==> config.mk <==
export PLATFORM = sky130hd
export DESIGN_NAME = rf_flags
export DESIGN_NICKNAME = d
export VERILOG_FILES = /design/src/rtl/cpu_pkg.sv /design/src/rtl/czn_flags.sv /design/src/rtl/rf_flags.sv
export SDC_FILE = /design/constraint.sdc
export NUM_CORES = 1
export LEC_CHECK = 0
export CAP_MARGIN = 20
export CORE_MARGIN = 2
export CORE_UTILIZATION = 40
export DETAILED_ROUTE_END_ITERATION = 7
export GPL_ROUTABILITY_DRIVEN = 0
export HOLD_SLACK_MARGIN = 0.02
export PLACE_DENSITY = 0.79
export SETUP_SLACK_MARGIN = 0.3
export SKIP_CTS_REPAIR_TIMING = 1
export SLEW_MARGIN = 20
export SYNTH_ARGS = -nofsm -noshare
export SYNTH_HDL_FRONTEND = slang
export SYNTH_SLANG_ARGS = --single-unit
export TNS_END_PERCENT = 100
==> constraint.sdc <==
create_clock -name clk -period 2.1 [get_ports clk]
set_clock_uncertainty 0.15 [all_clocks]
set_input_delay 0.42 -clock clk [delete_from_list [all_inputs] [get_ports clk]]
set_output_delay 0.42 -clock clk [all_outputs]
set_load 0.02 [all_outputs]
==> src/rtl/cpu_pkg.sv <==
// Shared CPU definitions: datapath widths, flag bit positions and JMP condition codes.
// Used by the controller, the decoder and the register-file/flag unit.
package cpu_pkg;

    localparam int DATA_W = 8;
    localparam int REG_AW = 2;

    localparam int FLAG_C = 2;
    localparam int FLAG_Z = 1;
    localparam int FLAG_N = 0;

    typedef enum logic [1:0] {
        JC_ALWAYS = 2'b00,
        JC_C      = 2'b01,
        JC_Z      = 2'b10,
        JC_N      = 2'b11
    } jmp_cond_e;

endpackage

==> src/rtl/czn_flags.sv <==
// C/Z/N flag register with ALU/RF source selection and jump-condition evaluation.
// The jump decision uses only registered flags, so a new flag value never affects the cycle that loads it.
module czn_flags #(
    parameter int DATA_W = cpu_pkg::DATA_W
) (
    input  logic              clk,
    input  logic              rst,
    input  logic              ld_CZN,
    input  logic              sel_CZN_src_ALU,
    input  logic              sel_CZN_src_RF,
    input  logic [DATA_W-1:0] alu_result,
    input  logic              alu_c,
    input  logic [DATA_W-1:0] wr_data,
    input  logic [1:0]        jmp_cond,
    output logic [2:0]        flags,
    output logic              out_jump_sel
);
    import cpu_pkg::FLAG_C;
    import cpu_pkg::FLAG_Z;
    import cpu_pkg::FLAG_N;
    import cpu_pkg::jmp_cond_e;
    import cpu_pkg::JC_ALWAYS;
    import cpu_pkg::JC_C;
    import cpu_pkg::JC_Z;
    import cpu_pkg::JC_N;

    // NOTE: state is written with <= so every flop samples pre-edge values, independent of block order.
    always_ff @(posedge clk or posedge rst) begin
        if (rst) begin
            flags <= 3'b000;
        end else if (ld_CZN) begin
            if (sel_CZN_src_ALU) begin
                flags[FLAG_C] <= alu_c;
                flags[FLAG_Z] <= (alu_result == '0);
                flags[FLAG_N] <= alu_result[DATA_W-1];
            end else if (sel_CZN_src_RF) begin
                // Register moves/loads carry no carry information, so C is left alone.
                flags[FLAG_Z] <= (wr_data == '0);
                flags[FLAG_N] <= wr_data[DATA_W-1];
            end
        end
    end

    // NOTE: the default assignment ahead of the case keeps this block purely combinational (no latch).
    always_comb begin
        out_jump_sel = 1'b1;
        unique case (jmp_cond_e'(jmp_cond))
            JC_ALWAYS: out_jump_sel = 1'b1;
            JC_C:      out_jump_sel = flags[FLAG_C];
            JC_Z:      out_jump_sel = flags[FLAG_Z];
            JC_N:      out_jump_sel = flags[FLAG_N];
        endcase
    end

endmodule

==> src/rtl/rf_flags.sv <==
// Register file (one write port, two combinational read ports, no bypass) plus the CZN flag unit.
// Sits between the controller and the ALU/memory muxes of the multicycle 8-bit CPU.
module rf_flags #(
    parameter int DATA_W = cpu_pkg::DATA_W,
    parameter int NREG   = 4,
    parameter int REG_AW = $clog2(NREG)
) (
    input  logic              clk,
    input  logic              rst,
    input  logic              write_en_rf,
    input  logic [REG_AW-1:0] wr_addr,
    input  logic [DATA_W-1:0] wr_data,
    input  logic [REG_AW-1:0] rd_addr1,
    input  logic [REG_AW-1:0] rd_addr2,
    output logic [DATA_W-1:0] reg1,
    output logic [DATA_W-1:0] reg2,
    input  logic              ld_CZN,
    input  logic              sel_CZN_src_ALU,
    input  logic              sel_CZN_src_RF,
    input  logic [DATA_W-1:0] alu_result,
    input  logic              alu_c,
    input  logic [1:0]        jmp_cond,
    output logic [2:0]        flags,
    output logic              out_jump_sel
);

    logic [DATA_W-1:0] regs [NREG];

    // NOTE: the array is reset, which forces it into flops; this is intended for a 4-entry file
    // that must read zero after reset, and would be wrong for anything meant to map to RAM.
    always_ff @(posedge clk or posedge rst) begin
        if (rst) begin
            for (int i = 0; i < NREG; i++) begin
                regs[i] <= '0;
            end
        end else if (write_en_rf) begin
            regs[wr_addr] <= wr_data;
        end
    end

    assign reg1 = regs[rd_addr1];
    assign reg2 = regs[rd_addr2];

    czn_flags #(
        .DATA_W (DATA_W)
    ) u_czn_flags (
        .clk             (clk),
        .rst             (rst),
        .ld_CZN          (ld_CZN),
        .sel_CZN_src_ALU (sel_CZN_src_ALU),
        .sel_CZN_src_RF  (sel_CZN_src_RF),
        .alu_result      (alu_result),
        .alu_c           (alu_c),
        .wr_data         (wr_data),
        .jmp_cond        (jmp_cond),
        .flags           (flags),
        .out_jump_sel    (out_jump_sel)
    );

endmodule

==> impl_metrics.tcl, run 1 <==
set metrics [dict create \
    clock_path_buffers 2 \
    total_power_uw 2100 \
    ios 51 \
    num-nets-final 208 \
    ys_seq_area_share_pct 49.1 \
    critPathBufInv 1 \
    timing.slew.headroom_pct 69.4 \
    grt_pass1_wl_mm 7.56 \
    core_area_um2 4320 \
    vias_per_cell 5.69 \
    h-tree-depth 2 \
    setup_viol 0 \
    syn2layout_area_growth_pct 44.8 \
    tightest_slew_ns 0.459 \
    ys_ff_latch 35 \
    use_met2_pct 34.2 \
    peakVddDrop_mv 0.458 \
    place_hpwl_mm 3.33 \
    criticalPathCategory "flip-flop to output pin" \
    grt_overflow_total 0 \
    detail_route.wl_per_cell_um 20.1 \
    crit_cells 2 \
    cp_slowest_cell "mux4_2" \
    worstPathRequired_ns 1.53 \
    antenna_found_initial 0 \
    p_per_area_nw_per_um2 812 \
    leakage_uw 0.00113 \
    start_util_pct 41.3 \
    drt_iter0_markers 71 \
    vias 1303 \
    drt_wl_total_mm 4.61 \
    die-area_um2 5010 \
    yosysWarnings 0 \
    chipWidth_um 70.8 \
    cts_root_buf "clkbuf_8" \
    cts.clk_slew.worst_paths_ns 0.07 \
    met3_usage_pct 3.85 \
    worstReg2RegStart "u_czn_flags.flags[1]$_DFFE_PP0P_" \
    row_count 24 \
    grt_pass1_vias 1422 \
    n_antenna_cell 0 \
    top_usage_layer "met2" \
    period_needed_ns 1.92 \
    grt_usage_pct 20.2 \
    cpLargestDelayFamily "multiplexers" \
    die_y_um 70.8 \
    rsz0062_at_grt "true" \
    cts_tree "built" \
    numCtsBuffers 5 \
    grt_max_degree 36 \
    hp-class "input port to async pin" \
    insertion_delay_ns 0.29 \
    crit_start "regs[5]$_DFFE_PP0P_" \
    path_max_fanout 3 \
    whs_ns 0.375 \
    cts_sinks 35 \
    syn-num-nets 139 \
    syn_inst 108 \
    cp-end-kind "output pin" \
    synth_area_per_cell_um2 16.5 \
    cp.arrival_ns 1.35 \
    max_freq_mhz 522 \
    finalHoldViolations 0 \
    drv_cap 0 \
    worst_path_largest_cell_delay_ns 0.50 \
    min_period_over_period_pct 91.2 \
    port_buffers 50 \
    ant_nets 0 \
    met1_usage_pct 26.0 \
    dr.pass1.iters 4 \
    drc_errors 0 \
    start_kind "flip-flop" \
    rr_worst_depth 1 \
    layout-drive-gt1-share_pct 54.8 \
    crit_chain "mux4_2 -> buf_6" \
    synth.distinct_cells 20 \
    mappedNetlistArea_um2 1780 \
    drv_slew 0 \
    status "finished clean" \
    fin_tns_setup_ns 0 \
]
==> metal layers <==
metal,share of wire (%),up-vias
li1,-,566
met2,52,38
met4,1.7,0
met3,4.1,8
met5,0,-
met1,42,691
==> state kept, by name, summed over array words and instances, names as in the netlist <==
name and flops:
regs 32, u_czn_flags.flags 3
==> cells in the mapped netlist <==
| cell type | number | area share (%) |
|---|---|---|
| dfrtp_1 | 35 | 49 |
| a221o_1 | 1 | 0.56 |
| nand2_1 | 2 | 0.42 |
| or4_1 | 1 | 0.42 |
| nand3_1 | 1 | 0.28 |
| mux2_2 | 33 | 21 |
| a21oi_1 | 1 | 0.28 |
| or4bb_1 | 1 | 0.63 |
| nor3b_4 | 1 | 1.1 |
| mux4_2 | 16 | 20 |
| mux2i_1 | 2 | 1.1 |
| nor4_1 | 1 | 0.35 |
| buf_2 | 4 | 1.1 |
| nand3b_1 | 2 | 0.84 |
| inv_1 | 1 | 0.21 |
| nor3b_1 | 1 | 0.42 |
| o21ai_0 | 2 | 0.56 |
| or4_4 | 1 | 0.63 |
| nor3_1 | 1 | 0.28 |
| nor4_2 | 1 | 0.70 |
==> tightest hold or removal path, stage by stage <==
cell             delay (ns)
clkdlybuf4s50_1        0.40
inv_1                  0.05
buf_4                  0.38
==> stage by stage <==
| step | util [%] | area (µm²) | setup slack, ns | cells |
|---|---|---|---|---|
| 4_1_cts | 59.3 | 2560 | -0.630 | 229 |
| 3_5_place_dp | 57.2 | 2470 | -0.623 | 222 |
| 3_3_place_gp | 57.2 | 2470 | -0.613 | 222 |
| 2_1_floorplan | - | 1780 | 0.303 | 108 |
| 5_1_grt | 59.8 | 2580 | 0.171 | 229 |
| 6_report | 59.8 | 2580 | 0.185 | 229 |
==> final cells by class <==
cell class | count | area (µm²)
Sequential cell | 35 | 876
Inverter | 1 | 3.75
Multi-Input combinational cell | 68 | 890
Clock inverter | 1 | 5.00
Fill cell | 349 | 1740
Timing Repair Buffer | 66 | 662
Clock buffer | 6 | 82.6
Tap cell | 52 | 65.1
==> cells by family (layout without fill, tap and decap cells) <==
group / count (synthesis) / in the layout / share of synthesized area [%]
multiplexers: 51 / 51 / 42.1
flip-flops: 35 / 35 / 49.1
AO/OA/AOI/OAI: 4 / 4 / 1.40
AND/OR/NAND/NOR: 13 / 13 / 6.03
buffers and inverters: 5 / 74 / 1.33
==> layout by cell type, fill, tap and decap left out, drive strengths merged, types with 5 or more instances in the layout <==
master	count
clkbuf	8
mux2	33
clkdlybuf4s50	24
dlymetal6s2s	5
buf	35
mux4	16
dfrtp	35
==> final timing paths <==
kind	endpoint	slack, ns
worst max-delay path	reg1[5]	0.18
worst min-delay path	u_czn_flags.flags[2]$_DFFE_PP0P_	0.38
worst max register to register	u_czn_flags.flags[1]$_DFFE_PP0P_	1.11
worst min register to register	u_czn_flags.flags[0]$_DFFE_PP0P_	0.38
max in group asynchronous	regs[3]$_DFFE_PP0P_	1.09
min in group clk	u_czn_flags.flags[0]$_DFFE_PP0P_	0.38
==> report_power, final <==
group | switching [µW] | internal (µW)
logic | 290 | 428
registers | 89.3 | 798
clock network | 237 | 257
total | 617 | 1480
(Power assumes the default switching activity.)
==> inputs of run 2 (changes only) <==
- CORE_MARGIN: 2 -> 1.5
==> run 2 against run 1 <==
Power increased by 1.4%. Utilization grew 0.75 points. Maximum frequency grew 0.60%. Sequential power about the same. First-iteration DRC count is 44% lower. Hold slack better by 0.0053 ns. Sequential share of layout area down 0.42 points. Clock power is 7.3% higher. Largest cell class unchanged. Clock-buffer cell count is 2 higher. Non-clock buffer count rose by 1. Combinational power fell by 0.7%.
==> impl_metrics.tcl, run 2 (synthesis results as in run 1) <==
set metrics [dict create \
    die_y_um 69.8 \
    grt_pass1_wl_mm 7.18 \
    cts.clk_slew.worst_paths_ns 0.07 \
    drv_cap 0 \
    cts_sinks 35 \
    vias_per_cell 5.48 \
    max_freq_mhz 525 \
    cpLargestDelayFamily "multiplexers" \
    core_area_um2 4320 \
    start_kind "flip-flop" \
    tightest_slew_ns 0.444 \
    detail_route.wl_per_cell_um 19.5 \
    hp-class "input port to async pin" \
    final_cell_mix "35 x dfrtp_1, 33 x mux2_2, 24 x clkdlybuf4s50_1" \
    placed_area_um2 2480 \
    status "finished clean" \
    insertion_delay_ns 0.28 \
    grt_overflow_total 0 \
    ant_nets 0 \
    largest_registers "regs: 32 flops, u_czn_flags.flags: 3 flops" \
    place_hpwl_mm 3.37 \
    p_per_area_nw_per_um2 814 \
    final_common_cell "dfrtp_1" \
    clock_path_buffers 2 \
    critPathBufInv 1 \
    cp-end-kind "output pin" \
    ios 51 \
    path_max_fanout 3 \
    criticalPathCategory "flip-flop to output pin" \
    cts_root_buf "clkbuf_8" \
    worstPathRequired_ns 1.53 \
    timing.slew.headroom_pct 70.4 \
    drt_wl_total_mm 4.50 \
    drv_slew 0 \
    num-nets-final 209 \
    largest_register_ffs 32 \
    row_count 24 \
    port_buffers 50 \
    cp.arrival_ns 1.33 \
    setup_viol 0 \
    fin_tns_setup_ns 0 \
    grt_usage_pct 19.8 \
    final_area_um2 2620 \
    cp_slowest_cell "mux4_2" \
    worst_path_largest_cell_delay_ns 0.50 \
    syn2layout_area_growth_pct 46.6 \
    dr.pass1.iters 4 \
    chipWidth_um 69.8 \
    drt_iter0_markers 40 \
    crit_chain "mux4_2 -> buf_6" \
    registers.top_by_ff_count "regs" \
    finalHoldViolations 0 \
    peakVddDrop_mv 0.566 \
    start_util_pct 41.3 \
    drc_errors 0 \
    grt_max_degree 36 \
    numCtsBuffers 5 \
    period_needed_ns 1.90 \
    cts_tree "built" \
    leakage_uw 0.00114 \
    grt_pass1_vias 1397 \
    h-tree-depth 2 \
    antenna_found_initial 0 \
    rsz0062_at_grt "true" \
    total_power_uw 2130 \
    n_antenna_cell 0 \
    die-area_um2 4870 \
    layout-drive-gt1-share_pct 54.7 \
    vias 1266 \
    min_period_over_period_pct 90.7 \
]
[run 2: final cells by class]
cell class,instances,area [µm²]
fill,345,1710
tap,52,65.1
inverter,1,3.75
clock buffer,8,100
sequential,35,876
multi-input combinational,68,890
timing repair buffer,67,682
[run 2: final timing paths]
path / slack [ns] / end / cells after the start / startpoint
max in group asynchronous: 1.10 / regs[5]$_DFFE_PP0P_ / 3 / rst
max reg2reg: 1.10 / u_czn_flags.flags[1]$_DFFE_PP0P_ / 1 / u_czn_flags.flags[1]$_DFFE_PP0P_
min: 0.38 / u_czn_flags.flags[1]$_DFFE_PP0P_ / 3 / rst
max: 0.20 / reg1[0] / 2 / regs[8]$_DFFE_PP0P_
min in group clk: 0.38 / u_czn_flags.flags[0]$_DFFE_PP0P_ / 2 / u_czn_flags.flags[0]$_DFFE_PP0P_
min reg2reg: 0.38 / u_czn_flags.flags[0]$_DFFE_PP0P_ / 2 / u_czn_flags.flags[0]$_DFFE_PP0P_
[run 2: tightest hold or removal path, stage by stage]
cell             delay [ns]
clkdlybuf4s50_1        0.40
inv_1                  0.05
buf_4                  0.39
[run 2: metrics by stage]
| step | worst slack [ns] | hold WS [ns] | utilization [%] | cells |
|---|---|---|---|---|
| 4_1_cts | -0.643 | 0.380 | 59.7 | 229 |
| 3_3_place_gp | -0.616 | 0.340 | 57.3 | 221 |
| 5_1_grt | 0.164 | 0.394 | 60.5 | 231 |
| 2_1_floorplan | 0.303 | 0.341 | - | 108 |
| 6_report | 0.196 | 0.380 | 60.5 | 231 |
| 3_5_place_dp | -0.636 | 0.365 | 57.3 | 221 |
[run 2: power by group]
group / internal (µW) / total (µW) / switching (µW) / leakage [µW]
sequential: 798 / 885 / 86.8 / 0.000417
combinational: 426 / 713 / 286 / 0.000676
clock: 299 / 531 / 232 / 0.0000515
total: 1520 / 2130 / 605 / 0.00114
[run 2: per-layer routing]
metal  up-vias  global-route usage (%)  part of all wire [%]
met1       647                    26.0                    42
met2        39                    32.8                    52
li1        573                       -                     -
met3         7                    4.94                   4.9
met5         -                       0                     0
met4         0                    5.56                   1.1
==> inputs of run 3 (changes only) <==
- SKIP_LAST_GASP: not set -> 1
==> results of run 3 <==
Final layout, timing and power as in run 2 (identical DEF).
